===== src/rtl/key_scan_writer.sv =====
// key_scan_writer
//   Scans a 4x4 active-low key matrix, debounces each press, encodes the key
//   as an ASCII hex character ('0'..'9', 'A'..'F') and writes exactly one byte
//   per press into a FIFO. The FIFO full flag holds the write off.
//
// Handshake: wrsig is a one-cycle write strobe with dataout valid in the same
//   cycle. A write is only issued on a cycle where fifo_full was sampled low on
//   the preceding edge. There is no ready/ack; the FIFO must accept any strobe
//   issued while it reported not-full.
//
// Ports:
//   clk_50MHz  in   sole clock, rising edge
//   rst        in   synchronous active-high reset
//   key_row    in   [3:0] matrix rows, asynchronous, low = closed key
//   key_col    out  [3:0] column drive, exactly one bit low
//   fifo_full  in   FIFO full, writes held off while high
//   wrsig      out  one-cycle FIFO write strobe
//   dataout    out  [7:0] byte written, held until the next write
//
// The FSM state is held in state_q for observation by checkers.
module key_scan_writer #(
  parameter int CLK_DIV        = 50000,
  parameter int DEBOUNCE_TICKS = 20
) (
  input  logic       clk_50MHz,
  input  logic       rst,
  input  logic [3:0] key_row,
  output logic [3:0] key_col,
  input  logic       fifo_full,
  output logic       wrsig,
  output logic [7:0] dataout
);

  localparam int CNT_W = (CLK_DIV > 1) ? $clog2(CLK_DIV) : 1;
  localparam int DEB_W = $clog2(DEBOUNCE_TICKS + 1);
  localparam logic [CNT_W-1:0] TICK_LAST = CNT_W'(CLK_DIV - 1);
  localparam logic [DEB_W-1:0] DEB_DONE  = DEB_W'(DEBOUNCE_TICKS);
  localparam logic [DEB_W-1:0] DEB_ONE   = DEB_W'(1);

  typedef enum logic [1:0] {
    SCAN     = 2'd0,
    DEBOUNCE = 2'd1,
    EMIT     = 2'd2,
    RELEASE  = 2'd3
  } state_t;

  state_t           state_q, state_d;
  logic [3:0]       row_s1_q, row_s2_q;
  logic [CNT_W-1:0] cnt_q, cnt_d;
  logic [DEB_W-1:0] deb_q, deb_d;
  logic [3:0]       col_q, col_d;
  logic [1:0]       row_idx_q, row_idx_d;
  logic [1:0]       col_idx_q, col_idx_d;
  logic             wrsig_q, wrsig_d;
  logic [7:0]       data_q, data_d;

  logic       tick;
  logic       any_low;
  logic [1:0] low_row;
  logic [1:0] cur_col_idx;
  logic [3:0] col_rot;
  logic       latched_row_high;

  // ASCII hex of idx = 4*r + c.
  function automatic logic [7:0] encode(input logic [1:0] r, input logic [1:0] c);
    logic [7:0] idx;
    idx = {4'h0, r, c};
    if (idx < 8'd10) return 8'h30 + idx;
    else             return 8'h41 + (idx - 8'd10);
  endfunction

  assign tick    = (cnt_q == TICK_LAST);
  assign any_low = (row_s2_q != 4'hF);
  assign col_rot = {col_q[2:0], col_q[3]};
  assign latched_row_high = row_s2_q[row_idx_q];

  // Lowest-index low row wins when several are closed.
  always_comb begin
    low_row = 2'd0;
    if      (!row_s2_q[0]) low_row = 2'd0;
    else if (!row_s2_q[1]) low_row = 2'd1;
    else if (!row_s2_q[2]) low_row = 2'd2;
    else if (!row_s2_q[3]) low_row = 2'd3;
  end

  always_comb begin
    cur_col_idx = 2'd0;
    case (col_q)
      4'b1110: cur_col_idx = 2'd0;
      4'b1101: cur_col_idx = 2'd1;
      4'b1011: cur_col_idx = 2'd2;
      4'b0111: cur_col_idx = 2'd3;
      default: cur_col_idx = 2'd0;
    endcase
  end

  always_comb begin
    state_d   = state_q;
    cnt_d     = tick ? '0 : cnt_q + CNT_W'(1);
    deb_d     = deb_q;
    col_d     = col_q;
    row_idx_d = row_idx_q;
    col_idx_d = col_idx_q;
    wrsig_d   = 1'b0;
    data_d    = data_q;

    case (state_q)
      SCAN: begin
        if (tick) begin
          if (any_low) begin
            row_idx_d = low_row;
            col_idx_d = cur_col_idx;
            deb_d     = DEB_ONE;
            state_d   = DEBOUNCE;
          end else begin
            col_d = col_rot;
          end
        end
      end
      DEBOUNCE: begin
        if (tick) begin
          if (!latched_row_high) begin
            deb_d = deb_q + DEB_ONE;
            if (deb_q + DEB_ONE == DEB_DONE) state_d = EMIT;
          end else begin
            deb_d   = '0;
            col_d   = col_rot;
            state_d = SCAN;
          end
        end
      end
      EMIT: begin
        // Not tick-gated: the write goes out on the first not-full edge.
        if (!fifo_full) begin
          wrsig_d = 1'b1;
          data_d  = encode(row_idx_q, col_idx_q);
          deb_d   = '0;
          state_d = RELEASE;
        end
      end
      RELEASE: begin
        if (tick) begin
          if (latched_row_high) begin
            deb_d = deb_q + DEB_ONE;
            if (deb_q + DEB_ONE == DEB_DONE) begin
              deb_d   = '0;
              col_d   = col_rot;
              state_d = SCAN;
            end
          end else begin
            deb_d = '0;
          end
        end
      end
      default: state_d = SCAN;
    endcase
  end

  always_ff @(posedge clk_50MHz) begin
    if (rst) begin
      state_q   <= SCAN;
      row_s1_q  <= 4'hF;
      row_s2_q  <= 4'hF;
      cnt_q     <= '0;
      deb_q     <= '0;
      col_q     <= 4'b1110;
      row_idx_q <= 2'd0;
      col_idx_q <= 2'd0;
      wrsig_q   <= 1'b0;
      data_q    <= 8'h00;
    end else begin
      state_q   <= state_d;
      row_s1_q  <= key_row;
      row_s2_q  <= row_s1_q;
      cnt_q     <= cnt_d;
      deb_q     <= deb_d;
      col_q     <= col_d;
      row_idx_q <= row_idx_d;
      col_idx_q <= col_idx_d;
      wrsig_q   <= wrsig_d;
      data_q    <= data_d;
    end
  end

  assign key_col = col_q;
  assign wrsig   = wrsig_q;
  assign dataout = data_q;

endmodule


===== config.mk =====
export PLATFORM = sky130hd
export DESIGN_NAME = key_scan_writer
export DESIGN_NICKNAME = d
export VERILOG_FILES = /design/src/rtl/key_scan_writer.sv
export SDC_FILE = /design/constraint.sdc
export NUM_CORES = 1
export LEC_CHECK = 0
export ABC_AREA = 1
export ABC_CLOCK_PERIOD_IN_PS = 1500
export CORE_MARGIN = 5
export CORE_UTILIZATION = 51
export CTS_CLUSTER_DIAMETER = 200
export DETAILED_ROUTE_END_ITERATION = 16
export PLACE_DENSITY_LB_ADDON = 0.05
export SLEW_MARGIN = 20
export SYNTH_ARGS = -nofsm -noshare
export SYNTH_HDL_FRONTEND = slang
export SYNTH_SLANG_ARGS = --single-unit
export TNS_END_PERCENT = 5

===== constraint.sdc =====
create_clock -name clk_50MHz -period 1.5 [get_ports clk_50MHz]
set_input_delay 0.225 -clock clk_50MHz [delete_from_list [all_inputs] [get_ports clk_50MHz]]
set_output_delay 0.225 -clock clk_50MHz [all_outputs]
set_load 0.02 [all_outputs]

==> flow_summary.toml <==
[synth]
synth_cell_types = 33
async_flop_share = 0
syn-instance-count = 308
ys_ff_latch = 47
postSynthAreaPerCell_um2 = 7.34
syn-cell-area_um2 = 2260
ys_seq_area_frac = 0.416
synth_edf_count = 0
synth.net_count = 321
yosysWarnings = 0
synth_top_flop_cell = "dfxtp_1"

[drt]
drt-total-wl_um = 4740
via_per_inst = 5.21
drcViolationCount = 0
routed-via-count = 2095
first_pass_iters = 4
wire_per_inst_um = 11.8
drt-initial-drc-count = 95
detail-route-antenna-nets = 0

[power]
pwr-share-seq = 0.600
clockPowerShare = 0.342
p_sw_mw = 0.483
ir_worst_vdd_uv = 536
power_leakage_nw = 1.22
pwr-share-comb = 0.059
powerDensity_nw_per_um2 = 747
p_int_mw = 1.65
netSwitchingFraction = 0.227

[grt]
grt_pass1_vias = 1977
grt_pass1_wl_um = 8090
grt_usage = 0.164
grt_max_degree = 18
overflow = 0
antenna_found_initial = 0

[sta]
setup_tns_ns = 0
worst_slack_ns = 0.0545
fin_skew_ns = 0.00624
hold_viol = 0
report.final.slew_viol_count = 0
period_minus_slack_ns = 1.45
fin_hold_ws_ns = 0.412
setup_viol = 0
grt_setup_unrepaired = "yes"
finalCritPeriodShare = 0.964
fmax_mhz = 692

[floorplan]
core_area_um2 = 4320
die_x_um = 76.6
fp.dieArea_um2 = 5860
die_h_um = 76.6
start_util = 0.523
rows = 24
ioPinCount = 20

[place]
place_inst = 394
place_ws_ns = -0.0295
placed_cell_area_um2 = 2660
port_buffers = 18
place_congestion = 0.819
dp_hpwl_um = 3490

[clocking]
cts_made_buffers = 5
h-tree-depth = 2
clockBufferDepth = 2
cts_root_buffer = "clkbuf_8"
holdBufCountCts = 0
clock_latency_ns = 0.29
clk_pin_slew_ns = 0.08
cts_tree = "done"
cts_setup_buffers = 0
clock_sinks = 47

[final_layout]
final_common_cell = "nand2_1"
drive_above_1_share = 0.231
syn_to_final_growth_pct = 26.1
final_cell_mix = "nand2_1 (53), dfxtp_1 (41), inv_1 (33)"
final_nets = 362
antenna-diode-count = 0
finalInstanceArea_um2 = 2850
fin_cells = 402

[hold_path]
hold_path_depth = 1
hold_class = "flip-flop to flip-flop"
worstHoldStart = "row_s1_q[0]"
hold_end = "row_s2_q[0]"

[worst_setup_path]
critPathLaunchType = "flip-flop"
worstSetupPathType = "flip-flop to flip-flop"
r2r_end = "deb_q[3]"
end_kind = "flip-flop"
required_ns = 1.73
r2r_cells = 9
crit_chain = "ha_4, nand3_4, nor2_4, nand3_4, nand2_4, inv_2, nor2_4, nand2_1, a21oi_2"
ff2ff_setup_slack_ns = 0.05
rr_startpoint = "cnt_q[0]"
arrival_ns = 1.68
crit_fanout = 6
max_stage_delay_ns = 0.36
cpMaxStageDelayCell = "dfxtp_2"

[job]
cap_viol_max_count = 0

[run_status]
status = "finished clean"
worst max-delay path, delay by kind of cell (launching register included):
family	cells	cell delay (ns)
AND/OR/NAND/NOR	6	0.73
flip-flops	1	0.36
adder cells (fa/ha/maj)	1	0.15
AO/OA/AOI/OAI	1	0.11
buffers and inverters	1	0.05
kinds of logic after synthesis:
group | Yosys count | synth area share
flops | 47 | 0.416
xor+xnor | 4 | 0.0155
fa+ha+maj | 6 | 0.0332
other cells | 1 | 0.00166
simple gates | 153 | 0.333
compound gates | 52 | 0.121
buf+inv | 45 | 0.0797
timing repair:
action / 4_1_cts / 5_1_grt
setup endpoints to repair: 10 / 40
resized for setup: 7 / 31
pin swaps: 0 / 4
metrics by stage:
step                      power, mW   util
after floorplan                1.36      -
after global placement         1.42  0.616
after CTS                      2.16  0.637
final                          2.13  0.659
after detailed placement       1.42  0.616
after global routing           2.25  0.659
cell usage after synthesis, drive strengths merged, types with 2 or more instances:
library cell,n,share of area
nand3b,2,0.0066
xnor2,3,0.012
nand3,27,0.068
a31oi,3,0.0083
buf,5,0.013
dfxtp,47,0.42
inv,39,0.065
or2,10,0.028
nor2,36,0.070
nand4,9,0.025
nor3,9,0.027
o21ai,17,0.038
a21oi,29,0.064
ha,6,0.033
nor3b,2,0.0066
nand2,58,0.10
power groups by stage:
stage	clock network [mW]	logic [mW]	registers (mW)
floorplan	0	0.0607	1.30
global placement	0	0.116	1.30
detailed placement	0	0.118	1.30
CTS	0.765	0.119	1.27
global route	0.827	0.138	1.28
finish	0.727	0.125	1.28
layout make-up:
type / count / area [um2]
Sequential cell: 47 / 948
Multi-Input combinational cell: 216 / 1230
Timing Repair Buffer: 40 / 380
Clock buffer: 5 / 68.8
Clock inverter: 3 / 15.0
Fill cell: 388 / 1470
Inverter: 39 / 146
Tap cell: 52 / 65.1
registers in the layout (all words and copies together) (netlist names), named ones only:
register,count
cnt_q,16
dataout,7
deb_q,5
key_col,4
row_s1_q,4
row_s2_q,4
col_idx_q,2
row_idx_q,2
state_q,1
wrsig,1
worst max-delay path by stage:
stage,startpoint,to,slack [ns],depth (start not counted)
global route,cnt_q[0],deb_q[0],-0.05,9
global placement,cnt_q[0],deb_q[0],-0.005,8
detailed placement,cnt_q[1],deb_q[2],-0.03,8
CTS,dataout[4],dataout[4],-0.01,1
floorplan,row_idx_q[0],dataout[0],0.03,7
finish,cnt_q[0],deb_q[3],0.05,9
routing by layer:
metal / GRT usage / share of wire / vias to the layer above / routed length [um]
li1: - / - / 1086 / -
met1: 0.197 / 0.46 / 967 / 2160
met2: 0.283 / 0.50 / 37 / 2350
met3: 0.0307 / 0.037 / 5 / 173
met4: 0.0699 / 0.012 / 0 / 57
met5: 0 / 0 / - / 0
Power figures use the tool's default switching activity.
